$ cat src/rtl/main_fsm_pkg.sv
// Shared encodings for the multicycle control FSM: states, opcodes and the
// datapath mux/ALU select codes (the ALU decoder imports the same ALUOp codes).
package main_fsm_pkg;

  typedef enum logic [3:0] {
    FETCH, DECODE, MEMADR, MEMREAD, MEMWB, MEMWRITE,
    EXECUTER, EXECUTEI, ALUWB, BEQ, JAL, TRAP
  } state_t;

  localparam logic [6:0] OP_LW    = 7'b0000011;
  localparam logic [6:0] OP_SW    = 7'b0100011;
  localparam logic [6:0] OP_RTYPE = 7'b0110011;
  localparam logic [6:0] OP_IALU  = 7'b0010011;
  localparam logic [6:0] OP_BEQ   = 7'b1100011;
  localparam logic [6:0] OP_JAL   = 7'b1101111;

  localparam logic [1:0] ALU_ADD   = 2'b00;
  localparam logic [1:0] ALU_SUB   = 2'b01;
  localparam logic [1:0] ALU_FUNCT = 2'b10;

  localparam logic [1:0] SRCA_PC    = 2'b00;
  localparam logic [1:0] SRCA_OLDPC = 2'b01;
  localparam logic [1:0] SRCA_RS1   = 2'b10;

  localparam logic [1:0] SRCB_RS2  = 2'b00;
  localparam logic [1:0] SRCB_IMM  = 2'b01;
  localparam logic [1:0] SRCB_FOUR = 2'b10;

  localparam logic [1:0] RES_ALUOUT    = 2'b00;
  localparam logic [1:0] RES_DATA      = 2'b01;
  localparam logic [1:0] RES_ALURESULT = 2'b10;

  localparam logic [1:0] IMM_I = 2'b00;
  localparam logic [1:0] IMM_S = 2'b01;
  localparam logic [1:0] IMM_B = 2'b10;
  localparam logic [1:0] IMM_J = 2'b11;

endpackage

$ cat src/rtl/main_fsm_if.sv
// Control bundle between the main FSM (master) and the multicycle datapath (slave).
// Handshake: mem_ready high in a memory-access state means the access completes
// on the coming rising edge; the FSM holds its state and select outputs until then.
interface main_fsm_if;
  logic [6:0] op;
  logic       Zero;
  logic       mem_ready;
  logic [1:0] ALUOp;
  logic [1:0] ALUSrcA;
  logic [1:0] ALUSrcB;
  logic [1:0] ResultSrc;
  logic [1:0] ImmSrc;
  logic       AdrSrc;
  logic       IRWrite;
  logic       RegWrite;
  logic       MemWrite;
  logic       PCWrite;
  logic       instr_done;
  logic       illegal;

  modport master (
    input  op, Zero, mem_ready,
    output ALUOp, ALUSrcA, ALUSrcB, ResultSrc, ImmSrc, AdrSrc,
           IRWrite, RegWrite, MemWrite, PCWrite, instr_done, illegal
  );

  modport slave (
    output op, Zero, mem_ready,
    input  ALUOp, ALUSrcA, ALUSrcB, ResultSrc, ImmSrc, AdrSrc,
           IRWrite, RegWrite, MemWrite, PCWrite, instr_done, illegal
  );
endinterface

$ cat src/rtl/main_fsm_imm_src_decoder.sv
// Immediate-format select, decoded straight from the opcode in every state.
module imm_src_decoder
  import main_fsm_pkg::*;
(
  input  logic [6:0] op,
  output logic [1:0] imm_src
);
  always_comb begin
    imm_src = IMM_I;
    case (op)
      OP_SW:   imm_src = IMM_S;
      OP_BEQ:  imm_src = IMM_B;
      OP_JAL:  imm_src = IMM_J;
      default: imm_src = IMM_I;
    endcase
  end
endmodule

$ cat src/rtl/main_fsm.sv
// Multicycle RISC-V control FSM. The state register is the only storage; the
// sticky illegal flag is simply "state is TRAP", so reset clears it for free.
module main_fsm
  import main_fsm_pkg::*;
(
  input  logic       clk,
  input  logic       reset,
  main_fsm_if.master bus,
  output state_t     state
);
  state_t     next_state;
  logic [1:0] imm_src;

  imm_src_decoder u_imm_src_decoder (
    .op      (bus.op),
    .imm_src (imm_src)
  );
  assign bus.ImmSrc = imm_src;

  always_ff @(posedge clk) begin
    if (reset) state <= FETCH;
    else       state <= next_state;
  end

  always_comb begin
    next_state     = state;
    bus.ALUOp      = ALU_ADD;
    bus.ALUSrcA    = SRCA_PC;
    bus.ALUSrcB    = SRCB_RS2;
    bus.ResultSrc  = RES_ALUOUT;
    bus.AdrSrc     = 1'b0;
    bus.IRWrite    = 1'b0;
    bus.RegWrite   = 1'b0;
    bus.MemWrite   = 1'b0;
    bus.PCWrite    = 1'b0;
    bus.instr_done = 1'b0;
    bus.illegal    = 1'b0;
    case (state)
      FETCH: begin
        bus.ALUSrcB   = SRCB_FOUR;
        bus.ResultSrc = RES_ALURESULT;
        if (bus.mem_ready) begin
          bus.IRWrite = 1'b1;
          bus.PCWrite = 1'b1;
          next_state  = DECODE;
        end
      end
      DECODE: begin
        bus.ALUSrcA = SRCA_OLDPC;
        bus.ALUSrcB = SRCB_IMM;
        case (bus.op)
          OP_LW, OP_SW: next_state = MEMADR;
          OP_RTYPE:     next_state = EXECUTER;
          OP_IALU:      next_state = EXECUTEI;
          OP_BEQ:       next_state = BEQ;
          OP_JAL:       next_state = JAL;
          default:      next_state = TRAP;
        endcase
      end
      MEMADR: begin
        bus.ALUSrcA = SRCA_RS1;
        bus.ALUSrcB = SRCB_IMM;
        next_state  = (bus.op == OP_SW) ? MEMWRITE : MEMREAD;
      end
      MEMREAD: begin
        bus.AdrSrc = 1'b1;
        if (bus.mem_ready) next_state = MEMWB;
      end
      MEMWB: begin
        bus.ResultSrc  = RES_DATA;
        bus.RegWrite   = 1'b1;
        bus.instr_done = 1'b1;
        next_state     = FETCH;
      end
      MEMWRITE: begin
        bus.AdrSrc   = 1'b1;
        bus.MemWrite = 1'b1;
        if (bus.mem_ready) begin
          bus.instr_done = 1'b1;
          next_state     = FETCH;
        end
      end
      EXECUTER, EXECUTEI: begin
        bus.ALUSrcA = SRCA_RS1;
        bus.ALUSrcB = (state == EXECUTEI) ? SRCB_IMM : SRCB_RS2;
        bus.ALUOp   = ALU_FUNCT;
        next_state  = ALUWB;
      end
      ALUWB: begin
        bus.RegWrite   = 1'b1;
        bus.instr_done = 1'b1;
        next_state     = FETCH;
      end
      BEQ: begin
        bus.ALUSrcA    = SRCA_RS1;
        bus.ALUOp      = ALU_SUB;
        bus.PCWrite    = bus.Zero;
        bus.instr_done = 1'b1;
        next_state     = FETCH;
      end
      JAL: begin
        bus.ALUSrcA = SRCA_OLDPC;
        bus.ALUSrcB = SRCB_FOUR;
        bus.PCWrite = 1'b1;
        next_state  = ALUWB;
      end
      TRAP: bus.illegal = 1'b1;
      default: next_state = FETCH;
    endcase
    // Reset wins over everything: no write strobe may fire in a reset cycle.
    if (reset) begin
      bus.IRWrite    = 1'b0;
      bus.RegWrite   = 1'b0;
      bus.MemWrite   = 1'b0;
      bus.PCWrite    = 1'b0;
      bus.instr_done = 1'b0;
    end
  end
endmodule

$ cat src/flat_wrapper.sv
// flat-port wrapper written by rule: the top's interface ports become plain ports
module main_fsm_flat import main_fsm_pkg::*;
  (clk, reset, state, bus_op, bus_Zero, bus_mem_ready, bus_ALUOp, bus_ALUSrcA, bus_ALUSrcB, bus_ResultSrc, bus_ImmSrc, bus_AdrSrc, bus_IRWrite, bus_RegWrite, bus_MemWrite, bus_PCWrite, bus_instr_done, bus_illegal);
  main_fsm_if bus_i ();
  input  logic clk;
  input  logic reset;
  output state_t state;
  input wire logic [$bits(bus_i.op)-1:0] bus_op;
  input wire logic [$bits(bus_i.Zero)-1:0] bus_Zero;
  input wire logic [$bits(bus_i.mem_ready)-1:0] bus_mem_ready;
  output wire logic [$bits(bus_i.ALUOp)-1:0] bus_ALUOp;
  output wire logic [$bits(bus_i.ALUSrcA)-1:0] bus_ALUSrcA;
  output wire logic [$bits(bus_i.ALUSrcB)-1:0] bus_ALUSrcB;
  output wire logic [$bits(bus_i.ResultSrc)-1:0] bus_ResultSrc;
  output wire logic [$bits(bus_i.ImmSrc)-1:0] bus_ImmSrc;
  output wire logic [$bits(bus_i.AdrSrc)-1:0] bus_AdrSrc;
  output wire logic [$bits(bus_i.IRWrite)-1:0] bus_IRWrite;
  output wire logic [$bits(bus_i.RegWrite)-1:0] bus_RegWrite;
  output wire logic [$bits(bus_i.MemWrite)-1:0] bus_MemWrite;
  output wire logic [$bits(bus_i.PCWrite)-1:0] bus_PCWrite;
  output wire logic [$bits(bus_i.instr_done)-1:0] bus_instr_done;
  output wire logic [$bits(bus_i.illegal)-1:0] bus_illegal;
  assign bus_i.op = bus_op;
  assign bus_i.Zero = bus_Zero;
  assign bus_i.mem_ready = bus_mem_ready;
  assign bus_ALUOp = bus_i.ALUOp;
  assign bus_ALUSrcA = bus_i.ALUSrcA;
  assign bus_ALUSrcB = bus_i.ALUSrcB;
  assign bus_ResultSrc = bus_i.ResultSrc;
  assign bus_ImmSrc = bus_i.ImmSrc;
  assign bus_AdrSrc = bus_i.AdrSrc;
  assign bus_IRWrite = bus_i.IRWrite;
  assign bus_RegWrite = bus_i.RegWrite;
  assign bus_MemWrite = bus_i.MemWrite;
  assign bus_PCWrite = bus_i.PCWrite;
  assign bus_instr_done = bus_i.instr_done;
  assign bus_illegal = bus_i.illegal;
  main_fsm u_core (.clk(clk), .reset(reset), .bus(bus_i), .state(state));
endmodule
$ cat config.mk
export PLATFORM = sky130hd
export DESIGN_NAME = main_fsm_flat
export DESIGN_NICKNAME = d
export VERILOG_FILES = /design/src/rtl/main_fsm_pkg.sv /design/src/rtl/main_fsm_if.sv /design/src/rtl/main_fsm_imm_src_decoder.sv /design/src/rtl/main_fsm.sv /design/src/flat_wrapper.sv
export SDC_FILE = /design/constraint.sdc
export NUM_CORES = 1
export LEC_CHECK = 0
export ABC_AREA = 1
export CAP_MARGIN = 20
export CORE_MARGIN = 1
export CORE_UTILIZATION = 30
export CTS_CLUSTER_SIZE = 8
export DETAILED_ROUTE_END_ITERATION = 7
export PLACE_DENSITY = 0.66
export SETUP_SLACK_MARGIN = 0.3
export SYNTH_ARGS = -nofsm -noshare
export SYNTH_HDL_FRONTEND = slang
export SYNTH_SLANG_ARGS = --single-unit
$ cat constraint.sdc
create_clock -name clk -period 2 [get_ports clk]
set_input_delay 0.3 -clock clk [delete_from_list [all_inputs] [get_ports clk]]
set_output_delay 0.3 -clock clk [all_outputs]
set_load 0.02 [all_outputs]
Word level (Yosys, flattened, before mapping):

Index checks and enable logic that the tools add are counted.

* eq/ne operators: 20
* muxes and demuxes: 25
* bitwise logic cells: 1
* reduce and logical (&&, ||, !) cells: 12

Operators by type and width (number)
* $pmux W4 S7: 1
* $pmux W4 S5: 1
* $eq A4 B3 Y1 const B: 4
* $eq A4 B4 Y1 const B: 4
* $eq A7 B6 Y1 const B: 2
* $eq A7 B7 Y1 const B: 2
* $reduce_or A2 Y1: 7
* $mux W1: 12
* $mux W4: 3
* $pmux W2 S2: 3
* $pmux W2 S3: 2
* $eq A4 B2 Y1 const B: 2
* $eq A7 B2 Y1 const B: 1
* $eq A7 B5 Y1 const B: 1
* $ne A2 B2 Y1 const B: 3
* $reduce_or A3 Y1: 2
* $eq A4 B1 Y1 const B: 1
* $logic_not A4 Y1: 1
* $reduce_and A4 Y1: 1
* $reduce_or A4 Y1: 1
* $mux W3: 1
* $pmux W1 S3: 1
* $pmux W1 S2: 1
* $not A1 Y1: 1

* bits in registers: 4
* bits of input ports: 11
* output and inout bits: 21
* word-level logic and storage cells: 59

Depth between registers and ports, before layout:

Gate-level depths: netlist (run 1).

* depth after elaboration: 4
* mapped depth: 11
* depth with buffers taken out: 10

Modules after synthesis:

Synthesis (run 1) repeated with hierarchy kept, for this count alone.

* cell total of the unflattened synthesis: 121
* area total of the unflattened synthesis: 600.6 µm²

Modules (own cells, without submodules)
* main_fsm: instances 1, cells each 104, area each 531.8 µm², seq. area each 80.1 µm²
* imm_src_decoder: instances 1, cells each 17, area each 68.8 µm², seq. area each 0.0 µm²

Worst setup path before layout (run 1):

OpenSTA, ideal clock, no wires.

* path kind: register to output
* start: register u_core.state[3]
* end: output port bus_instr_done
* data arrival time: 1.572 ns
* required time: 1.700 ns
* setup slack: 0.128 ns
* cell stages (with the launch flop): 5
* path buffers: 0
* path through: dfxtp_1 > nand2_1 > nor2_1 > inv_1 > a31oi_1

* word-level cells in the longest chain between the ends: 4
* elaborated cells between the ends (all ways): 7
* those cells by class: eq/ne: 4; mux: 2; reduce/logical: 1

RTL lines
* start: declaration: RTL line main_fsm.sv:9 `output state_t state`
* start signal: assignment: RTL line main_fsm.sv:22 `else state <= next_state;`
* $eq A4 B3 Y1 / $eq A4 B4 Y1 (equally long branches): RTL line main_fsm.sv:38 `case (state)`
* $reduce_or A3 Y1 (no line)
* $pmux W1 S2 (*): RTL line main_fsm.sv:38
* $mux W1 (*): RTL line main_fsm.sv:111 `if (reset) begin`
* end: declaration: RTL line flat_wrapper.sv:21 `output wire logic [$bits(bus_i.instr_done)-1:0] bus_instr_done;`

Mark *: on every way between the ends. The rest lies on a longest branch, timed or not.

Final worst setup path (run 1):

* start: input port bus_op[1]
* end: output port bus_ImmSrc[0]

* word-level cells in the longest chain between the ends: 2
* elaborated cells between the ends (all ways): 4
* those cells by class: eq/ne: 3; mux: 1

RTL lines
* start: declaration: RTL line flat_wrapper.sv:8 `input wire logic [$bits(bus_i.op)-1:0] bus_op;`
* $eq A7 B7 Y1 / $eq A7 B6 Y1 (equally long branches): RTL line main_fsm_imm_src_decoder.sv:10 `case (op)`
* $pmux W2 S3 (*): RTL line main_fsm_imm_src_decoder.sv:10
* end: declaration: RTL line flat_wrapper.sv:15 `output wire logic [$bits(bus_i.ImmSrc)-1:0] bus_ImmSrc;`

Marks and branches as above.

==> out/summary.txt, run 1 <==
Residual DRC - 0
PwrDens - 1120 nW/um^2
Netlist cell types - 26
CP required - 1700 ps
Net switching power - 0.000637 W
Placeable Area - 1750 sq um
Initial antenna violation count - 0
Post-CTS Hold Buffers - 0
CP endpoint kind - primary output
Unrepaired setup endpoints after global routing - yes
CTS Buffer Depth - 2
Num rows - 15
Total wire length - 1780 um
Crit-path max cell delay - 480 ps
Via count - 804
Post-Syn Nets - 112
Crit Path Class - in2out
Rel. slew slack - 85.3%
Syn avg cell area - 5.55 sq um
Reg2Reg Setup Slack - 720 ps
Fraction of layout cells with a size suffix above 1 - 48.4%
Post-Syn Instances - 101
Wire per inst - 10.0 um
Critical path's slowest cell - clkdlybuf4s50_1
GRT Util Overall - 19.5%
First-pass GRT wire length - 2950 um
Hold path startpoint - u_core.state[2]
Yosys warnings - 0
Peak fanout along the critical path - 3
Worst skew pair latency - 240 ps
Synth Register Bits - 4
GP Congestion - 0.848
WHS Path Cells - 3
Net Sw Frac - 52.4%
Io pins - 32
Clock Skews - 10.6 ps
Max cap viols - 0
Placed Cells incl. Taps - 173
Die area - 2050 sq um
Worst Path Buf+Inv - 4
Dpl cell area - 1030 sq um
R2R cell count - 8
Top register by number of flip-flops - u_core.state
HPWL Detailed - 1480 um
Die Width - 45.2 um
Final Non-Filler Cells - 178
Internal cell power - 0.000579 W
Critical Path, Cell by Cell - clkdlybuf4s50_1, nand2_2, inv_2, nand2_2, inv_2, nand2_2, o31ai_2, buf_4
Nets - 166
Regs by FF count - u_core.state (4)
Post-Syn Area - 561 sq um
Syn-to-layout area delta - 94.4%
Final hold vios - 0
Starting DRT DRC Count - 9
Die height - 45.2 um
Global route overflow - 0
Class of the worst hold path - reg2reg
Number of global-route vias before repair - 754
Clock sink count - 4
Hold EP - u_core.state[1]
Setup violations, final - 0
Clock transition at path regs - 40 ps
Root Driver - clkbuf_4
Port Buffers - 31
Lkg Pwr - 0.639 nW
Worst-margin pin slew - 219 ps
TritonCTS clock tree - built
# diodes - 0
H-tree Lvls - 1
Status - finished, final reports clean
Number of flip-flops in the largest register - 4
Final Max Tran Viols - 0
Launching point of the worst reg2reg path - u_core.state[2]
Final Cycle Share - 82.5%
RR Endpoint - u_core.state[0]
Pin count of the biggest net entering global routing - 10
Post-route cell area - 1090 sq um
Vias per cell - 4.52
Starting Density - 32.1%
Cell mode on critical path - nand2_2
CP Data Arrival Time - 1350 ps
Comb pwr share - 75.7%
CTS Buf Count - 3
Setup_tns - 0 ps
Crit path launch type - input pin
Tmin final - 1650 ps
Clock Power Share - 8.4%
Sequential fraction of the synthesis area - 14.3%
Peak supply drop - 788 uV
Antenna-violating nets left - 0
DR pass1 iterations - 4
Top delay family on crit path - buffers and inverters
Max Clock Freq - 0.606 GHz
Reg power frac - 15.9%
-- logic make-up after synthesis --
kind of cell | share of synthesized area [%]
buffers and inverters | 20.8
AND/OR/NAND/NOR | 48.0
AO/OA/AOI/OAI | 17.0
flip-flops | 14.3
-- power groups by stage --
stage | logic [W] | clock network (W) | registers (W)
after floorplan | 0.000582 | 0 | 0.000168
after global placement | 0.000968 | 0 | 0.000175
after detailed placement | 0.000976 | 0 | 0.000176
after CTS | 0.000932 | 0.000108 | 0.000185
after global routing | 0.00101 | 0.000120 | 0.000201
final | 0.000921 | 0.000102 | 0.000193
-- cells in the final DEF (no fill, tap or decap), types with 2 or more instances in the layout --
cell type	instances
inv_2	9
nor2_4	2
a21oi_1	2
o21ai_0	2
nand3_1	7
nand3_2	2
dlygate4sd2_1	4
inv_1	12
dlymetal6s2s_1	6
dfxtp_4	3
nor2_2	4
nor2_1	8
clkbuf_2	5
clkdlybuf4s15_2	2
nand2_1	22
buf_2	3
o21ai_1	2
clkbuf_4	3
nand2_2	6
clkdlybuf4s50_1	8
a21oi_2	2
buf_4	23
-- layer usage --
metal / GRT usage [%] / part of all wire [%] / vias up
li1: - / - / 425
met1: 21.6 / 43 / 346
met2: 37.1 / 51 / 33
met3: 6.00 / 5.9 / 0
met4: 1.82 / 0 / 0
met5: 0 / 0 / -
-- repair_timing --
item / in CTS / in global routing
pin swaps: 0 / 6
resized for setup: 49 / 39
setup buffers: 0 / 2
setup endpoints to repair: 19 / 17
-- worst max-delay path by stage --
| stage | from | to | cells after the start |
|---|---|---|---|
| floorplan | u_core.state[3] | bus_instr_done | 4 |
| global placement | bus_op[5] | bus_ImmSrc[0] | 6 |
| detailed placement | bus_op[0] | bus_ImmSrc[0] | 8 |
| CTS | u_core.state[3] | bus_PCWrite | 7 |
| global route | u_core.state[1] | bus_PCWrite | 8 |
| finish | bus_op[1] | bus_ImmSrc[0] | 8 |
-- final cells by class --
class                           instances  area, sq um
Clock buffer                            3         22.5
Fill cell                             173          656
Inverter                               23         90.1
Multi-Input combinational cell         71          417
Sequential cell                         4         92.6
Tap cell                               25         31.3
Timing Repair Buffer                   52          437
-- worst min-delay path, stage by stage, from the launching register on --
cell and delay [ps]:
dfxtp_4 350, inv_2 60, o2111ai_1 90, a31oi_1 80
-- cells in the mapped netlist, drive strengths merged --
| cell | number | area, sq um |
|---|---|---|
| nor3 | 2 | 10.0 |
| nand3 | 9 | 45.0 |
| o31ai | 1 | 7.51 |
| buf | 3 | 26.3 |
| nand3b | 1 | 7.51 |
| nand2 | 29 | 121 |
| a31oi | 2 | 12.5 |
| dfxtp | 4 | 80.1 |
| inv | 22 | 85.1 |
| o21ai | 5 | 25.0 |
| nor2 | 15 | 85.1 |
| o211ai | 1 | 7.51 |
| o2111ai | 1 | 8.76 |
| clkinv | 1 | 5.00 |
| o22ai | 1 | 6.26 |
| a21oi | 4 | 27.5 |
-- metrics by stage --
step | hold WS (ps) | worst slack, ps | utilization (%) | total power [W]
final | 612 | 350 | 62.4 | 0.00122
after CTS | 614 | 151 | 60.4 | 0.00122
after global placement | 676 | -113 | 58.9 | 0.00114
after floorplan | 482 | 320 | - | 0.000750
after global routing | 639 | 271 | 62.4 | 0.00133
after detailed placement | 691 | -175 | 58.9 | 0.00115
Note: power is estimated with default switching activity, not from simulation.
==> run 2, diff against run 1 <==
--- a/config.mk
+++ b/config.mk
@@ -11,7 +11,7 @@
 export CORE_UTILIZATION = 30
 export CTS_CLUSTER_SIZE = 8
 export DETAILED_ROUTE_END_ITERATION = 7
-export PLACE_DENSITY = 0.66
+export PLACE_DENSITY = 0.68
 export SETUP_SLACK_MARGIN = 0.3
 export SYNTH_ARGS = -nofsm -noshare
 export SYNTH_HDL_FRONTEND = slang
==> constraint.sdc (replaced) <==
create_clock -name clk -period 1.4 [get_ports clk]
set_input_delay 0.21 -clock clk [delete_from_list [all_inputs] [get_ports clk]]
set_output_delay 0.21 -clock clk [all_outputs]
set_load 0.02 [all_outputs]
==> run 2 against run 1 <==
The flow now finishes with violations (negative setup slack). Total power grew to 2.5 times the previous value. Clock power grew 42%. Setup slack got worse by 530 ps. Combinational power rose to 2.8 times the previous value. Core utilization up 32 points. Clock skew decreased by 2.6 ps. Critical path type is now reg2out. Critical endpoint is now bus_instr_done. Largest cell class unchanged. Highest routed layer is now met4.
==> out/summary.txt, run 2 (synthesis gave the netlist of run 1 again) <==
Worst Path Buf+Inv - 4 (unchanged)
Setup violations, final - 16 (+16)
Final hold vios - 0 (unchanged)
Post-CTS Hold Buffers - 0 (unchanged)
Die height - 45.2 um (unchanged)
Initial antenna violation count - 0 (unchanged)
Num rows - 15 (unchanged)
Failing checks - negative setup slack
Number of flip-flops in the largest register - 4 (unchanged)
Port Buffers - 31 (unchanged)
Hold EP - u_core.state[2]
Pre-CTS WS - -628 ps (-454 ps)
R2R cell count - 10 (+2)
RR Endpoint - u_core.state[0]
Number of global-route vias before repair - 935 (+24%)
CTS Buffer Depth - 2 (unchanged)
Critical path's slowest cell - dfxtp_4
Wire per inst - 17.9 um (+78%)
Clock sink count - 4 (unchanged)
Pin count of the biggest net entering global routing - 7 (-3)
Critical Path, Cell by Cell - buf_6, inv_2, nand2_2, nor2_4, inv_2, a31oi_4, buf_6
CTS Buf Count - 3 (unchanged)
GRT Util Overall - 26.4% (+6.9 points)
Via count - 1093 (+36%)
Launching point of the worst reg2reg path - u_core.state[1]
Commonest non-fill, non-tap cell in the layout - buf_4
First-pass GRT wire length - 3950 um (+34%)
Top register by number of flip-flops - u_core.state
HPWL Detailed - 1620 um (+9.2%)
H-tree Lvls - 1 (unchanged)
Most frequent cells in the layout - buf_4, buf_6, nand2_4, nand2_1, inv_2
Final Cycle Share - 113%
Final Hold Slack - 501 ps (-111 ps)
Placeable Area - 1750 sq um (unchanged)
Lkg Pwr - 0.860 nW (+35%)
Total wire length - 3740 um (+110%)
Residual DRC - 0 (unchanged)
Power consumption - 0.00305 W (+150%)
Root Driver - clkbuf_4
Dpl cell area - 1210 sq um (+18%)
TritonCTS clock tree - built
Peak fanout along the critical path - 4 (+1)
Starting Density - 32.1% (unchanged)
Worst skew pair latency - 240 ps (about the same)
Vias per cell - 5.23 (+16%)
Clock Skews - 8.00 ps (-2.58 ps)
Peak supply drop - 1610 uV (+100%)
Stages on worst setup path - 7 (-1)
PwrDens - 1850 nW/um^2 (+66%)
Clock transition at path regs - 40 ps (about the same)
Class of the worst hold path - in2reg
Unrepaired setup endpoints after global routing - yes
Status - complete, but fails checks
GP Congestion - 0.837 (-1.2%)
Rel. slew slack - 80.1% (-5.3 points)
Die Width - 45.2 um (unchanged)
WHS Path Cells - 6 (+3)
CP endpoint kind - primary output
Worst-margin pin slew - 298 ps (+78.8 ps)
Antenna-violating nets left - 0 (unchanged)
CP Data Arrival Time - 1370 ps (+20 ps)
Final Max Tran Viols - 0 (unchanged)
DR pass1 iterations - 5 (+1)
Crit-path max cell delay - 370 ps (-110 ps)
Crit path launch type - flip-flop
CP required - 1190 ps (-510 ps)
Top delay family on crit path - buffers and inverters
Reg2Reg Setup Slack - -130 ps (-850 ps)
Starting DRT DRC Count - 42 (+33)
Final worst setup slack - -180 ps (-530 ps)
Nets - 197 (+19%)
Crit Path Class - reg2out
Hold path startpoint - bus_op[6]
Tmin final - 1580 ps
Fraction of layout cells with a size suffix above 1 - 82.6% (+34 points)
Post-route cell area - 1650 sq um (+52%)
Max cap viols - 0 (unchanged)
Max Clock Freq - 0.633 GHz
Regs by FF count - u_core.state (4)
# diodes - 0 (unchanged)
Global route overflow - 0 (unchanged)
Io pins - 32 (unchanged)
Die area - 2050 sq um (unchanged)
Syn-to-layout area delta - 195%
-- run 2: cell count changes in the layout (fill, tap and decap cells not counted), moves of 6 or more --
cell and change:
buf_6 +27, buf_4 +20, nand2_1 -11, nand2_4 +10, dlymetal6s2s_1 -6, inv_1 -6, nor2_4 +6
-- run 2: layout make-up --
cell class | count | area [sq um]
Fill cell | 46 | 92.6
Clock buffer | 3 | 22.5
Inverter | 23 | 114
Tap cell | 25 | 31.3
Timing Repair Buffer | 83 | 738
Sequential cell | 4 | 95.1
Multi-Input combinational cell | 71 | 652
-- run 2: worst reg2reg max path, cell delays in order, from the launching register on --
cell and delay, ps:
dfxtp_4 370, buf_12 140, nor2_8 100, buf_6 110, nand2_4 60, buf_6 130, nor2_1 130, a21oi_1 90
nand2_1 80, nand2_1 60, a21oi_2 180
-- run 2: repair_timing --
action | 4_1_cts | 5_1_grt
buffers inserted | 13 | 10
hold endpoints to repair | 0 | 0
pin swaps | 26 | 25
resized for setup | 168 | 55
endpoints found under the setup margin | 25 | 22
-- run 2: power breakdown --
group | total, W | switching (W) | internal (W)
Sequential | 0.000293 | 0.000115 | 0.000178
Combinational | 0.00262 | 0.00138 | 0.00124
Clock | 0.000145 | 0.0000493 | 0.0000960
Total | 0.00305 | 0.00154 | 0.00151
-- run 2: routing by layer --
layer / vias up / routed length, um / GRT usage, %
li1: 483 / - / -
met1: 508 / 1300 / 29.3
met2: 74 / 1920 / 53.0
met3: 28 / 272 / 1.20
met4: 0 / 244 / 7.27
met5: - / 0 / 0
-- run 2: stage by stage --
stage | std cells | utilization [%] | TNS (ps)
floorplan | 101 | - | 0
global placement | 183 | 69.5 | -5060
detailed placement | 183 | 69.5 | -5570
CTS | 199 | 79.3 | -777
global route | 209 | 94.7 | -1830
finish | 209 | 94.7 | -1420
-- run 2: worst max-delay path by stage --
stage | startpoint | to | slack, ps
floorplan | u_core.state[0] | bus_instr_done | 130
global placement | bus_op[5] | bus_ImmSrc[0] | -540
detailed placement | bus_op[5] | bus_ImmSrc[0] | -630
CTS | u_core.state[1] | bus_instr_done | -160
global route | u_core.state[1] | bus_instr_done | -210
finish | u_core.state[1] | bus_instr_done | -180
==> run 3, diff against run 2 <==
--- a/config.mk
+++ b/config.mk
@@ -11,8 +11,9 @@
 export CORE_UTILIZATION = 30
 export CTS_CLUSTER_SIZE = 8
 export DETAILED_ROUTE_END_ITERATION = 7
-export PLACE_DENSITY = 0.68
+export PLACE_DENSITY = 0.66
 export SETUP_SLACK_MARGIN = 0.3
 export SYNTH_ARGS = -nofsm -noshare
 export SYNTH_HDL_FRONTEND = slang
 export SYNTH_SLANG_ARGS = --single-unit
+export TNS_END_PERCENT = 50
==> constraint.sdc (replaced) <==
create_clock -name clk -period 1.65 [get_ports clk]
set_input_delay 0.2475 -clock clk [delete_from_list [all_inputs] [get_ports clk]]
set_output_delay 0.2475 -clock clk [all_outputs]
set_load 0.02 [all_outputs]
==> run 3 against run 2 <==
The flow now finishes without violations. Global-route usage shrank 4.0 points. Non-clock buffer count down 7. Sequential share of layout area increased by 1.3 points. Clock power shrank 16%. Combinational power down 37%. Core utilization shrank 17 points. Critical path type unchanged. Hold slack improved by 210 ps.
==> out/summary.txt, run 3 (synthesis gave the netlist of run 1 again) <==
Rel. slew slack - 80.0% (-0.10 points)
Class of the worst hold path - in2reg
R2R cell count - 12 (+2)
Most frequent cells in the layout - buf_4, nand2_1, nand2_2, inv_2, buf_6
Die Width - 45.2 um (unchanged)
CTS Buf Count - 3 (unchanged)
WHS Path Cells - 6 (unchanged)
Clock transition at path regs - 30 ps (about the same)
Fill count - 145 (+220%)
Pin count of the biggest net entering global routing - 10 (+3)
Fraction of layout cells with a size suffix above 1 - 66.7% (-16 points)
Number of global-route vias before repair - 808 (-14%)
Residual DRC - 0 (unchanged)
HPWL Detailed - 1600 um (-0.82%)
Crit path launch type - flip-flop
Port Buffers - 31 (unchanged)
# diodes - 0 (unchanged)
Final hold vios - 0 (unchanged)
Setup_tns - 0 ps (+1420 ps)
Starting Density - 32.1% (unchanged)
Peak supply drop - 917 uV (-43%)
Total wire length - 2440 um (-35%)
H-tree Lvls - 1 (unchanged)
Clock Skews - 6.90 ps (-1.10 ps)
Top register by number of flip-flops - u_core.state
Vias per cell - 4.65 (-11%)
Crit Path Class - reg2out
Root Driver - clkbuf_4
Lkg Pwr - 0.734 nW (-15%)
Power consumption - 0.00204 W (-33%)
CP required - 1400 ps (+210 ps)
Pre-CTS WS - -429 ps (+199 ps)
First-pass GRT wire length - 3330 um (-16%)
Worst-margin pin slew - 300 ps (+1.66 ps)
Clock sink count - 4 (unchanged)
Antenna-violating nets left - 0 (unchanged)
Starting DRT DRC Count - 22 (-48%)
Die area - 2050 sq um (unchanged)
CP endpoint kind - primary output
Die height - 45.2 um (unchanged)
Number of flip-flops in the largest register - 4 (unchanged)
Syn-to-layout area delta - 141%
Final Max Tran Viols - 0 (unchanged)
Final worst setup slack - 78.2 ps (+258 ps)
Max Clock Freq - 0.636 GHz
Num rows - 15 (unchanged)
Final Cycle Share - 95.3%
Unrepaired setup endpoints after global routing - yes
Setup violations, final - 0 (-16)
CP Data Arrival Time - 1320 ps (-50 ps)
Wire per inst - 12.1 um (-33%)
Worst skew pair latency - 240 ps (about the same)
DR pass1 iterations - 4 (-1)
GP Congestion - 0.809 (-3.3%)
Peak fanout along the critical path - 3 (-1)
Tmin final - 1570 ps
TritonCTS clock tree - built
Placeable Area - 1750 sq um (unchanged)
Regs by FF count - u_core.state (4)
Initial antenna violation count - 0 (unchanged)
Global route overflow - 0 (unchanged)
Status - finished, final reports clean
Max cap viols - 0 (unchanged)
Commonest non-fill, non-tap cell in the layout - buf_4
CTS Buffer Depth - 2 (unchanged)
Io pins - 32 (unchanged)
Placed Cells incl. Taps - 184 (+0.55%)
Final Non-Filler Cells - 202 (-3.3%)
PwrDens - 1510 nW/um^2 (-19%)
Nets - 190 (-3.6%)
Via count - 940 (-14%)
GRT Util Overall - 22.4% (-4.0 points)
run 3: path summary, 6_finish.rpt:
| kind | startpoint | end | slack [ps] |
|---|---|---|---|
| max | u_core.state[2] | bus_PCWrite | 80 |
| min | bus_op[6] | u_core.state[2] | 710 |
| max reg2reg | u_core.state[2] | u_core.state[0] | 240 |
| min reg2reg | u_core.state[0] | u_core.state[0] | 710 |
run 3: critical path, stage by stage (launching register included):
cell,delay [ps]
dfxtp_4,350
buf_6,110
nor2_4,140
nand2_2,100
inv_4,70
nand2_4,50
nand3_2,60
nand2_2,50
inv_2,50
buf_6,100
run 3: through the flow:
step / instance area, sq um / utilization, % / hold WS, ps
6_report: 1350 / 77.5 / 712
5_1_grt: 1350 / 77.5 / 744
4_1_cts: 1270 / 72.9 / 673
3_5_place_dp: 1140 / 65.5 / 703
3_3_place_gp: 1140 / 65.5 / 699
2_1_floorplan: 603 / - / 422
run 3: final cells by class:
cell class | instances | area (sq um) | share of cell area (%)
clock buffers | 3 | 22.5 | 1.67
multi-input cells | 71 | 478 | 35.3
inverters | 23 | 97.6 | 7.22
well taps | 25 | 31.3 | 2.31
flip-flops and latches | 4 | 95.1 | 7.03
repair buffers | 76 | 628 | 46.4
run 3: routing by layer:
metal	vias up	track usage [%]	share of wire, %
li1	469	-	-
met1	438	28.1	41
met2	31	40.3	55
met3	2	2.40	3.1
met4	0	5.45	0.70
met5	-	0	0
run 3: what timing repair did:
item / CTS / global route
gates resized for setup: 110 / 32
setup buffers: 10 / 5
hold buffers: 0 / 0
pin swaps: 10 / 10
setup endpoints to repair: 24 / 24
run 3: power breakdown:
group	internal, W	switching [W]
clock network	0.0000814	0.0000404
registers	0.000151	0.000103
logic	0.000822	0.000838
total	0.00105	0.000981
